`config.mk`:
```
export PLATFORM = sky130hd
export DESIGN_NAME = qeciphy_crc16_stream
export DESIGN_NICKNAME = d
export VERILOG_FILES = /design/src/rtl/qeciphy_crc16_pkg.sv /design/src/rtl/qeciphy_crc16_beat.sv /design/src/rtl/qeciphy_crc16_stream.sv
export SDC_FILE = /design/constraint.sdc
export NUM_CORES = 1
export LEC_CHECK = 0
export ABC_AREA = 0
export CAP_MARGIN = 5
export CORE_MARGIN = 2
export CORE_UTILIZATION = 55
export CTS_CLUSTER_SIZE = 10
export DETAILED_ROUTE_END_ITERATION = 8
export DONT_BUFFER_PORTS = 1
export GPL_ROUTABILITY_DRIVEN = 0
export PLACE_DENSITY = 0.7
export SETUP_SLACK_MARGIN = 0.1
export SLEW_MARGIN = 20
export SYNTH_ARGS = -nofsm -noshare
export SYNTH_HDL_FRONTEND = slang
export SYNTH_SLANG_ARGS = --single-unit
```
`constraint.sdc`:
```
create_clock -name clk_i -period 8.15 [get_ports clk_i]
set_clock_uncertainty 0.1 [all_clocks]
set_input_delay 0.4075 -clock clk_i [delete_from_list [all_inputs] [get_ports clk_i]]
set_output_delay 0.4075 -clock clk_i [all_outputs]
set_load 0.02 [all_outputs]
```
`src/rtl/qeciphy_crc16_pkg.sv`:
```
// CRC-16/IBM-3740 shared definitions.
// Polynomial, default seed, byte step and FSM states.
package qeciphy_crc16_pkg;

  localparam logic [15:0] CRC16_POLY         = 16'h1021;
  localparam logic [15:0] CRC16_INIT_DEFAULT = 16'hFFFF;

  typedef enum logic [0:0] {
    IDLE  = 1'b0,
    ACCUM = 1'b1
  } crc_state_t;

  function automatic logic [15:0] crc16_byte(
    input logic [15:0] crc,
    input logic [7:0]  data
  );
    logic [15:0] c;
    c = crc ^ {data, 8'h00};
    for (int i = 0; i < 8; i++) begin
      if (c[15]) c = (c << 1) ^ CRC16_POLY;
      else       c = c << 1;
    end
    return c;
  endfunction

endpackage

```
`src/rtl/qeciphy_crc16_beat.sv`:
```
// One beat of CRC-16 update over byte-masked data.
// Byte 0 sits in the top byte lane and is folded first.
module qeciphy_crc16_beat
  import qeciphy_crc16_pkg::*;
#(
  parameter int DATA_W = 64
) (
  input  logic [15:0]         crc,
  input  logic [DATA_W-1:0]   data,
  input  logic [DATA_W/8-1:0] keep,
  output logic [15:0]         crc_next
);

  localparam int NB = DATA_W / 8;

  // Chain of masked byte steps, byte 0 first.
  always_comb begin
    crc_next = crc;
    for (int b = 0; b < NB; b++) begin
      if (keep[NB-1-b]) begin
        crc_next = crc16_byte(crc_next, data[DATA_W-1-8*b -: 8]);
      end
    end
  end

endmodule

```
`src/rtl/qeciphy_crc16_stream.sv`:
```
// Streaming CRC-16/IBM-3740 generator and checker.
// Accumulates multi-beat frames, flags keep violations.
module qeciphy_crc16_stream
  import qeciphy_crc16_pkg::*;
#(
  parameter int          DATA_W     = 64,
  parameter int          FRAME_MODE = 1,
  parameter logic [15:0] INIT       = CRC16_INIT_DEFAULT,
  parameter logic [15:0] XOROUT     = 16'h0000
) (
  input  logic                clk_i,
  input  logic                rst_i,
  input  logic [DATA_W-1:0]   tdata_i,
  input  logic [DATA_W/8-1:0] tkeep_i,
  input  logic                tvalid_i,
  input  logic                tlast_i,
  input  logic [15:0]         crc_exp_i,
  output logic [15:0]         crc_o,
  output logic                crc_valid_o,
  output logic                crc_match_o,
  output logic                proto_err_o
);

  localparam int NB = DATA_W / 8;

  generate
    if ((DATA_W % 8) != 0 || DATA_W < 8) begin : g_bad_width
      $error("DATA_W must be a non-zero multiple of 8");
    end
  endgenerate

  crc_state_t  state;
  logic [15:0] crc_run;
  logic [15:0] crc_seed;
  logic [15:0] crc_beat;
  logic [15:0] crc_final;
  logic        is_final;
  logic [NB-1:0] keep_inv;
  logic [NB-1:0] keep_inv_p1;
  logic        keep_full;
  logic        keep_prefix;
  logic        keep_viol;

  assign is_final  = (FRAME_MODE != 0) ? tlast_i : 1'b1;
  assign crc_seed  = (state == IDLE) ? INIT : crc_run;
  assign crc_final = crc_beat ^ XOROUT;

  // A legal last-beat keep has only low-order zeros, so its
  // inverse is a run of low ones: x & (x + 1) == 0.
  assign keep_inv    = ~tkeep_i;
  assign keep_inv_p1 = keep_inv + NB'(1);
  assign keep_full   = &tkeep_i;
  assign keep_prefix = ((keep_inv & keep_inv_p1) == '0);
  assign keep_viol   = is_final ? ~keep_prefix : ~keep_full;

  qeciphy_crc16_beat #(
    .DATA_W (DATA_W)
  ) u_beat (
    .crc      (crc_seed),
    .data     (tdata_i),
    .keep     (tkeep_i),
    .crc_next (crc_beat)
  );

  // Frame FSM and running CRC.
  always_ff @(posedge clk_i) begin
    if (rst_i) begin
      state   <= IDLE;
      crc_run <= INIT;
    end else if (tvalid_i) begin
      if (is_final) begin
        state   <= IDLE;
        crc_run <= INIT;
      end else begin
        state   <= ACCUM;
        crc_run <= crc_beat;
      end
    end
  end

  // Registered result, compare and error pulses.
  always_ff @(posedge clk_i) begin
    if (rst_i) begin
      crc_o       <= 16'h0000;
      crc_valid_o <= 1'b0;
      crc_match_o <= 1'b0;
      proto_err_o <= 1'b0;
    end else begin
      crc_valid_o <= 1'b0;
      proto_err_o <= tvalid_i & keep_viol;
      if (tvalid_i && is_final) begin
        crc_o       <= crc_final;
        crc_match_o <= (crc_final == crc_exp_i);
        crc_valid_o <= 1'b1;
      end
    end
  end

endmodule
```
After elaboration in Yosys (flattened, before gate mapping)

Index checks and enable logic that the tools add are counted.
W data, S select, Z words.

Add/subtract/negate cells: 1
Eq/ne operators: 1
Reduce and logical (&&, ||, !) cells: 3
Bitwise operators: 77
Mux-type cells: 133

Operators with widths:

| cell                  | count |
|---|---|
| $mux W16              | 66 |
| $mux W13              | 64 |
| $not A3 Y3            | 64 |
| $xor A16 B16 Y16      | 8 |
| $eq A16 B16 Y1        | 1 |
| $add A8 B1 Y8 const B | 1 |
| $and A8 B8 Y8         | 1 |
| $logic_not A8 Y1      | 1 |
| $not A8 Y8            | 1 |
| $reduce_and A8 Y1     | 1 |
| $mux W1               | 3 |
| $not A1 Y1            | 2 |
| $and A1 B1 Y1         | 1 |
| $logic_and A1 B1 Y1   | 1 |

Input port bits: 92
Register bits: 36
Output and inout bits: 19
Logic and storage cells: 221

Longest topological paths before layout

Gate-level depths: netlist (run 1).

Word-level depth: 202
Depth in mapped cells: 29
Mapped depth without buffers: 24

Hierarchy

A second synthesis (run 1) with hierarchy kept.

Cell total of the unflattened synthesis: 1072
Area, all modules: 8580.7 um2

By module, submodules not included:

| module               | area an instance (um2) | cells each | seq. area each (um2) | instances |
|---|---|---|---|---|
| qeciphy_crc16_beat   | 7138.1                 | 940        | 0.0                  | 1 |
| qeciphy_crc16_stream | 1442.6                 | 132        | 720.7                | 1 |

Least setup slack after synthesis (run 1)

Ideal clock, no wire load.

Path type: input -> register
From: in tdata_i[63]
To: reg crc_match_o
Library setup time: 0.063 ns
Cell stages on the path: 25
Data arrival time: 7.044 ns
Required time: 7.987 ns
Setup slack: 0.944 ns
Buffers on the path: 1
Cells stage by stage: buf_2 xor2_1 a2111oi_1 nor4_1 or4_1 a21oi_1 nor2_1 xnor3_1 mux2i_1 and4b_1 or2_2 mux2i_1 xnor2_2 xnor3_1 a21oi_2 xor3_1 and2_1 xor2_1 xor2_1 xnor2_1 xnor2_2 a21oi_1 or3_1 o41ai_1 a32o_1

Cells in the longest elaborated chain, start to end: 133
Elaborated cells between the ends (all ways): 192
Classes of those cells: eq/ne (1); mux (128); bitwise (63)

RTL lines:

| element               | line                       | RTL |
|---|---|---|
| from (decl)           | qeciphy_crc16_stream.sv:13 | `input logic [DATA_W-1:0] tdata_i,` |
| $xor A16 B16 Y16 (*)  | qeciphy_crc16_pkg.sv:18    | `c = crc ^ {data, 8'h00};` |
| $mux W13 (*)          | qeciphy_crc16_pkg.sv:20    | `if (c[15]) c = (c << 1) ^ CRC16_POLY;` |
| $mux W16 (*)          | qeciphy_crc16_beat.sv:20   | `if (keep[NB-1-b]) begin` |
| $mux W13              | qeciphy_crc16_pkg.sv:20    |  |
| $mux W16 (*)          | qeciphy_crc16_beat.sv:20   |  |
| $mux W13              | qeciphy_crc16_pkg.sv:20    |  |
| $mux W16 (*)          | qeciphy_crc16_beat.sv:20   |  |
| $mux W13              | qeciphy_crc16_pkg.sv:20    |  |
| [115 not listed]      | -                          |  |
| $mux W16              | qeciphy_crc16_beat.sv:20   |  |
| $mux W13              | qeciphy_crc16_pkg.sv:20    |  |
| $mux W16              | qeciphy_crc16_beat.sv:20   |  |
| $not A3 Y3 (no line)  | -                          |  |
| $mux W13              | qeciphy_crc16_pkg.sv:20    |  |
| $mux W16 (3 in a row) | qeciphy_crc16_beat.sv:20   |  |
| $mux W16 (*)          | qeciphy_crc16_beat.sv:20   |  |
| $eq A16 B16 Y1 (*)    | qeciphy_crc16_stream.sv:93 | `crc_match_o <= (crc_final == crc_exp_i);` |
| to (signal assigned)  | qeciphy_crc16_stream.sv:93 |  |
| to (decl)             | qeciphy_crc16_stream.sv:20 | `output logic crc_match_o,` |

Every way passes the cells marked *; elsewhere a longest branch is shown, timed or not. The select of a mux whose other input is x is not followed.
A chain may end at the register's enable or synchronous reset.

Final worst setup path (run 1)

From: reg state
To: reg crc_match_o

Cells in the longest elaborated chain, start to end: 134
Elaborated cells between the ends (all ways): 202
Classes of those cells: eq/ne (1); mux (129); bitwise (72)

RTL lines:

| element                                             | line                                              | RTL |
|---|---|---|
| from (decl)                                         | qeciphy_crc16_stream.sv:32                        | `crc_state_t state;` |
| from (signal assigned)                              | qeciphy_crc16_stream.sv:68                        | `state <= IDLE;` |
| from (signal assigned)                              | qeciphy_crc16_stream.sv:72                        | `state <= IDLE;` |
| from (signal assigned)                              | qeciphy_crc16_stream.sv:75                        | `state <= ACCUM;` |
| $mux W16 (*)                                        | qeciphy_crc16_stream.sv:45                        | `assign crc_seed = (state == IDLE) ? INIT : crc_run;` |
| $xor A16 B16 Y16                                    | qeciphy_crc16_pkg.sv:18                           |  |
| $mux W13, or another cell as far along              | qeciphy_crc16_pkg.sv:20                           |  |
| $mux W16 / $mux W13 (equally long branches)         | qeciphy_crc16_beat.sv:20, qeciphy_crc16_pkg.sv:20 |  |
| $mux W13, or another cell as far along              | qeciphy_crc16_pkg.sv:20                           |  |
| $mux W16 / $mux W13 (equally long branches)         | qeciphy_crc16_beat.sv:20, qeciphy_crc16_pkg.sv:20 |  |
| $mux W13, or another cell as far along              | qeciphy_crc16_pkg.sv:20                           |  |
| $mux W16 / $mux W13 (equally long branches)         | qeciphy_crc16_beat.sv:20, qeciphy_crc16_pkg.sv:20 |  |
| [115 not listed]                                    | -                                                 |  |
| $mux W13, or another cell as far along              | qeciphy_crc16_pkg.sv:20                           |  |
| $mux W16, or another cell as far along              | qeciphy_crc16_beat.sv:20                          |  |
| $not A3 Y3 (no line), or another cell as far along  | -                                                 |  |
| $mux W13, or another cell as far along              | qeciphy_crc16_pkg.sv:20                           |  |
| $mux W16, or another cell as far along (4 in a row) | qeciphy_crc16_beat.sv:20                          |  |
| $mux W13 / $mux W16 (equally long branches)         | qeciphy_crc16_pkg.sv:20, qeciphy_crc16_beat.sv:20 |  |
| $mux W16 (*)                                        | qeciphy_crc16_beat.sv:20                          |  |
| $eq A16 B16 Y1 (*)                                  | qeciphy_crc16_stream.sv:93                        |  |

Marks and branches as above.

==> results of run 1 <==
==> logic make-up after synthesis <==
logic type / Yosys count
AND/OR/NAND/NOR: 384
AO/OA/AOI/OAI: 286
XOR/XNOR: 230
buffers and inverters: 91
multiplexers: 57
flip-flops: 36
==> state kept, by name, summed over array words and instances, names as in the netlist <==
signal / count
crc_match_o: 1
crc_o: 16
crc_run: 16
crc_valid_o: 1
proto_err_o: 1
state: 1
==> what timing repair did <==
action	4_1_cts	5_1_grt
hold buffers	0	0
endpoints found under the setup margin	0	9
gates resized for setup	0	23
setup buffers	0	7
==> stage by stage <==
step	hold WS [ps]	worst slack [ps]
6_report	157	490
5_1_grt	156	96.3
4_1_cts	155	324
3_5_place_dp	407	365
3_3_place_gp	408	449
2_1_floorplan	379	944
==> worst register-to-register path: stages (launching register included) <==
cell and delay, ps:
dfxtp_1 350, buf_4 250, nor3b_1 180, a41o_1 240
or3_1 420, and2_1 180, xor2_1 210, mux2_2 410
o211a_1 250, or4_1 560, and2_1 200, xnor3_1 340
o21bai_1 280, mux2i_2 380, xnor2_2 240, xor2_1 230
xnor3_1 370, and3_1 200, or4_1 420, o211ai_2 180
xor2_4 180, xnor2_2 350, a21oi_1 60, or3_1 400
o41ai_1 400, a32o_1 210
==> layout by cell type (no fill, tap or decap), types with 9 or more instances in the layout <==
cell type / Yosys / routed
or3_1: 17 / 17
a211oi_1: 25 / 24
and2_1: 20 / 20
xnor2_1: 116 / 116
mux2i_1: 43 / 39
nor3_1: 28 / 28
nor3b_1: 13 / 12
nand3_1: 37 / 37
a31oi_1: 10 / 10
a21oi_2: 5 / 9
nor4_1: 13 / 13
nor2_1: 84 / 84
nand3b_1: 9 / 9
mux2_2: 12 / 12
nand2b_1: 10 / 10
dfxtp_1: 36 / 36
xnor2_2: 12 / 12
nand2_1: 81 / 81
xnor3_1: 31 / 31
inv_1: 22 / 22
or2_2: 10 / 10
xor2_1: 62 / 59
and3_1: 21 / 21
a21oi_1: 66 / 62
buf_4: 5 / 20
a21o_1: 10 / 10
o21ai_0: 42 / 41
==> area by class of cell <==
class,count,share of cell area
clock inverters,1,0.00340
well taps,188,0.0267
flip-flops and latches,36,0.0817
inverters,25,0.0106
repair buffers,20,0.0170
multi-input cells,957,0.843
clock buffers,7,0.0173
==> worst max path at each step <==
stage | startpoint | slack [ps] | end
floorplan | tdata_i[63] | 940 | crc_match_o
global placement | crc_run[13] | 450 | crc_run[12]
detailed placement | crc_run[9] | 370 | crc_match_o
CTS | crc_run[9] | 320 | crc_match_o
global route | state | 100 | crc_match_o
finish | state | 490 | crc_match_o
==> layer usage <==
metal / vias up / share of wire / track usage
li1: 3896 / - / -
met1: 3742 / 0.45 / 0.396
met2: 271 / 0.47 / 0.486
met3: 26 / 0.061 / 0.0401
met4: 0 / 0.014 / 0.0446
met5: - / 0 / 0
==> flow_summary.ini, run 1 <==
[sta]
worstMarginPinSlew_ps = 724
max_slew_margin = 0.515
rsz0062_at_grt = no
fin_crit_ps = 7660
drv_slew = 0
fmax_ghz = 0.131
fin_crit_sh = 0.940
setup_viol = 0
hold_violations = 0
finalSetupTns_ps = 0

[routing]
initialDrtViolationCount = 592
drc_errors = 0
first_pass_iters = 5
viasPerCell = 6.43
wl_per_cell_um = 19.2
dr_total_vias = 7935
ant_nets = 0
wl_um = 23700

[setup_path]
critical_path_required_ps = 8270
r2r-end = crc_match_o
cp-start-kind = flop
r2r_setup_slack_ps = 490
r2r_cells = 25
r2r_start = state
crit_arrival_ps = 7780
setup.worst_path.class = reg2reg
path_max_fanout = 29
path_buf_inv = 1
cp_top_family = simple AND/OR/NAND/NOR gates
cp_slowest_cell = or4_1
crit_path_max_incr_delay_ps = 560
crit_cells = 25
critPathCaptureType = flop

[synthesis]
ys_top_cells_by_count = 116 x xnor2_1, 84 x nor2_1, 81 x nand2_1
yosysSeqAreaShare = 0.0855
synth.distinct_cells = 96
synthSimpleGateAreaFrac = 0.237
syn_inst = 1084
synth_largest_area_cell = xnor2_1
synth_top_cell_area_share = 0.120
synth.most_common_cell = xnor2_1
synthFlopType = dfxtp_1
synth.net_count = 1176
synth.area.top_cells = xnor2_1 12%, dfxtp_1 8.5%, xnor3_1 8.3%
postSynth.asyncResetShare = 0
synth_top_family_by_area = XOR/XNOR gates
synthMuxAreaShare = 0.0714
synth.avg_cell_area_um2 = 7.78
synthAdderAreaFrac = 0
synth_edf_count = 0
synth_compound_area_frac = 0.244
ys_seq_elements = 36
yosys_warnings = 0
synth-xor-area-share = 0.315
syn_area_mm2 = 0.00843

[clocking]
cts.clk_slew.worst_paths_ps = 60
ctsRootBufferMaster = clkbuf_16
clock_path_buffers = 2
cts_sinks = 36
clock_latency_ps = 280
cts_buffers = 5
cts_max_level = 2
tritoncts = yes

[place]
dpl_cell_area_mm2 = 0.00847
dp_hpwl_um = 19000
dp.cells = 1219
io_buffers = 0

[grt]
groute.usage.overall = 0.287
antenna_found_initial = 0
grt_pass1_vias = 7271
grt_start_max_net_pins = 55
grt_pass1_wl_um = 38100
overflow = 0

[min_path]
hold_class = in2reg
worstHoldPathCells = 1
holdPathEnd = state
worstHoldStart = tvalid_i

[cells_and_area]
final_area_mm2 = 0.00882
drive_gt1_frac = 0.112
final_core_util = 0.585
diodes = 0
seq_area_um2 = 721
stdcell_count = 1234
multi_input_area_mm2 = 0.00744
fin_nets = 1137
nFillCells = 1410
area_growth_pct = 4.61

[floorplanning]
die_h_um = 128
die_w_um = 128
coreArea_mm2 = 0.0151
io_pins = 111
start_util = 0.559
fp-row-count = 45
die_area_mm2 = 0.0163

[outcome]
status = complete, no violations

[run]
maxCapViolCount = 0
Power of run 1 is not shown: default switching activity piles up to over one toggle a cycle in this logic, so the estimate is an artifact.
==> run 2: changes to the inputs <==
- CORE_UTILIZATION: 55 -> 62
- PLACE_DENSITY: 0.7 -> 0.78
==> flow_summary.ini, run 2 (synthesis gave the netlist of run 1 again) <==
[outcome]
status = complete, no violations

[min_path]
hold_class = in2reg

[cells_and_area]
top_regs = crc_o: 16 flops, crc_run: 16 flops
fin_nets = 1147
most-common-layout-cells = 114 x xnor2_1, 84 x nor2_1, 81 x nand2_1
area_growth_pct = 4.56
nFillCells = 1201
drive_gt1_frac = 0.117
layout_commonest_cell = xnor2_1
multi_input_area_mm2 = 0.00740
stdcell_count = 1232
diodes = 0
seq_area_um2 = 724

[routing]
initialDrtViolationCount = 926
ant_nets = 0
wl_per_cell_um = 19.6
wl_um = 24200
dr_total_vias = 8118
viasPerCell = 6.59
drc_errors = 0
first_pass_iters = 5

[grt]
groute.usage.overall = 0.322
grt_pass1_vias = 7321
grt_pass1_wl_um = 37900
antenna_found_initial = 0
overflow = 0
grt_start_max_net_pins = 55

[setup_path]
crit_arrival_ps = 7930
critPathCaptureType = flop
cp-start-kind = flop
r2r_setup_slack_ps = 340
critical_path_required_ps = 8270
setup.worst_path.class = reg2reg
path_max_fanout = 16

[sta]
hold_slack_ps = 197
worstMarginPinSlew_ps = 662
fmax_ghz = 0.128
drv_slew = 0
finalSetupTns_ps = 0
rsz0062_at_grt = no
setup_viol = 0
max_slew_margin = 0.546
fin_crit_ps = 7810
fin_crit_sh = 0.958
hold_violations = 0

[place]
dp_hpwl_um = 18900
dp.cells = 1220
io_buffers = 0

[clocking]
cts_sinks = 36
cts_max_level = 2
tritoncts = yes
cts.clk_slew.worst_paths_ps = 50
cts_buffers = 5
ctsRootBufferMaster = clkbuf_16
clock_latency_ps = 270
cts_hold_buf = 0
clock_path_buffers = 2

[floorplanning]
die_w_um = 121
coreArea_mm2 = 0.0132
fp-row-count = 42
io_pins = 111
die_h_um = 121
start_util = 0.637
die_area_mm2 = 0.0145

[run]
maxCapViolCount = 0
==> run 2: changes by cell type in the layout (fill, tap and decap cells not counted), moves of 3 or more <==
cell	previous run	this run
buf_4	20	30
a21oi_1	62	66
a21oi_2	9	5
dfxtp_1	36	33
dfxtp_2	0	3
==> run 2: layout make-up <==
class | count | share of cell area
clock buffers | 6 | 0.0158
well taps | 176 | 0.0250
multi-input cells | 957 | 0.840
flip-flops and latches | 36 | 0.0822
clock inverters | 2 | 0.00114
inverters | 25 | 0.0106
repair buffers | 30 | 0.0255
==> run 2: path summary, 6_finish.rpt <==
check	from	depth (start not counted)	to
max	state	23	crc_match_o
min	tvalid_i	1	state
max reg2reg	state	23	crc_match_o
min reg2reg	crc_run[8]	1	crc_run[8]
==> run 2: what timing repair did <==
item	4_1_cts	5_1_grt
endpoints found under the setup margin	0	7
gates resized for setup	0	20
buffers inserted	0	4
==> run 2: critical path, stage by stage, from the launching register on <==
cell and delay, ps:
dfxtp_2 500, inv_2 110, nor2_1 270, xnor3_1 380, a21oi_2 270, mux2i_4 420
xnor2_1 330, nor4_1 160, a2111oi_0 460, and4_2 410, xnor3_1 240, a21oi_1 350
xnor3_1 380, a21o_1 240, a2111o_1 430, a311oi_4 380, xnor3_1 380, nand2_1 130
xnor3_1 460, mux2i_1 210, o21ai_1 90, or4_1 520, nor4_1 310, a32o_1 200
==> run 2: through the flow <==
step	instance area (um^2)	setup WS [ps]	util
final	8820	344	0.666
after global placement	8550	277	0.646
after floorplan	8430	944	-
after detailed placement	8550	155	0.646
after CTS	8700	130	0.657
after global routing	8820	43.0	0.666
==> run 2: layer usage <==
| layer | GRT usage | part of all wire | routed length, um |
|---|---|---|---|
| met5 | 0 | 0 | 0 |
| met4 | 0.0647 | 0.016 | 390 |
| met3 | 0.0509 | 0.075 | 1820 |
| met2 | 0.538 | 0.48 | 11500 |
| met1 | 0.440 | 0.43 | 10500 |
Power of run 2 is left out for the same reason.
==> run 3: changes to the inputs <==
- CORE_UTILIZATION: 62 -> 40
- PLACE_DENSITY: 0.78 -> unset
==> flow_summary.ini, run 3 (synthesis gave the netlist of run 1 again) <==
[routing]
viasPerCell = 5.99
ant_nets = 0
wl_per_cell_um = 19.4
dr_total_vias = 7967
first_pass_iters = 5
drc_errors = 0
wl_um = 25800
initialDrtViolationCount = 593

[cells_and_area]
nFillCells = 2123
most-common-layout-cells = 116 x xnor2_1, 84 x nor2_1, 81 x nand2_1
drive_gt1_frac = 0.124
stdcell_count = 1330
fin_nets = 1147
layout_commonest_cell = xnor2_1
area_growth_pct = 6.94
diodes = 0
top_regs = crc_o: 16 flops, crc_run: 16 flops

[clocking]
cts_buffers = 5
tritoncts = yes
ctsRootBufferMaster = clkbuf_16
cts_sinks = 36
cts.clk_slew.worst_paths_ps = 50
cts_max_level = 2
clock_latency_ps = 280
clock_path_buffers = 2
cts_hold_buf = 0

[outcome]
status = complete, no violations

[setup_path]
cp_slowest_cell = xor3_1
cp_top_family = XOR/XNOR gates
cpMostUsedCell = xnor2_1
cp-start-kind = flop
critical_path_required_ps = 8270
crit_path_max_incr_delay_ps = 550
crit_chain = xnor3_1 > a31oi_1 > o21bai_1 > or3_1 > and3_1 > o21ai_2 > xnor2_1 > xnor3_1 > a2111o_1 > a211o_1 > nand4_1 > xnor2_1 > mux2i_2 > xor2_1 > xor3_1 > o21bai_1 > nand3_1 > mux2i_2 > xnor2_1 > xnor2_1 > xnor3_1 > o221ai_1 > o41ai_1 > a32o_1
critPathCaptureType = flop
r2r_start = crc_run[15]
setup.worst_path.class = reg2reg
path_max_fanout = 7
path_buf_inv = 0
crit_arrival_ps = 7860
crit_start = crc_run[15]

[sta]
fin_crit_ps = 7740
fin_crit_sh = 0.950
rsz0062_at_grt = no
max_slew_margin = 0.503
hold_violations = 0
fmax_ghz = 0.129
worstMarginPinSlew_ps = 725
setup_viol = 0
finalSetupTns_ps = 0
drv_slew = 0

[grt]
grt_pass1_vias = 7267
antenna_found_initial = 0
grt_pass1_wl_um = 40100
overflow = 0
groute.usage.overall = 0.227
grt_start_max_net_pins = 55

[floorplanning]
die_area_mm2 = 0.0223
coreArea_mm2 = 0.0208
fp-row-count = 53
start_util = 0.405
die_w_um = 149
die_h_um = 149
io_pins = 111

[min_path]
hold_class = in2reg
worstHoldStart = tvalid_i

[place]
io_buffers = 0
dp_hpwl_um = 20900
dp.cells = 1319

[run]
maxCapViolCount = 0
run 3: cell count changes in the layout (fill, tap and decap cells not counted), moves of 2 or more:
cell	before	now
dfxtp_2	3	1
xnor2_2	13	10
dfxtp_1	33	35
xnor2_1	114	116
o21ai_1	6	4
run 3: metal layers:
layer	global-route usage	routed length, um	vias to the layer above
met2	0.366	11800	232
li1	-	-	3904
met4	0.0552	569	0
met3	0.0327	1690	39
met5	0	0	-
met1	0.319	11700	3792
run 3: final cells by class:
class | count | area, um^2 | area share
multi-input cells | 957 | 7500 | 0.832
flip-flops and latches | 36 | 722 | 0.0801
well taps | 275 | 344 | 0.0382
repair buffers | 30 | 225 | 0.0250
clock buffers | 6 | 129 | 0.0143
inverters | 25 | 93.8 | 0.0104
clock inverters | 1 | 5.00 | 0.000555
run 3: stage by stage:
| step | area (um^2) | hold WS (ps) | setup slack [ps] | util |
|---|---|---|---|---|
| global route | 9020 | 157 | 91.7 | 0.433 |
| floorplan | 8430 | 379 | 944 | - |
| CTS | 8820 | 157 | 123 | 0.423 |
| detailed placement | 8680 | 422 | 39.2 | 0.417 |
| finish | 9020 | 156 | 407 | 0.433 |
| global placement | 8680 | 419 | 84.9 | 0.417 |
run 3: what timing repair did:
item,in CTS,in global routing
setup buffers,0,4
resized for setup,2,30
setup endpoints to repair,1,8
pin swaps,0,2
run 3: path summary, 6_finish.rpt:
path	to	slack (ps)	cells past startpoint
max	crc_match_o	410	24
min	state	160	1
max reg2reg	crc_match_o	410	24
min reg2reg	crc_run[2]	430	2
Power of run 3 is left out for the same reason.
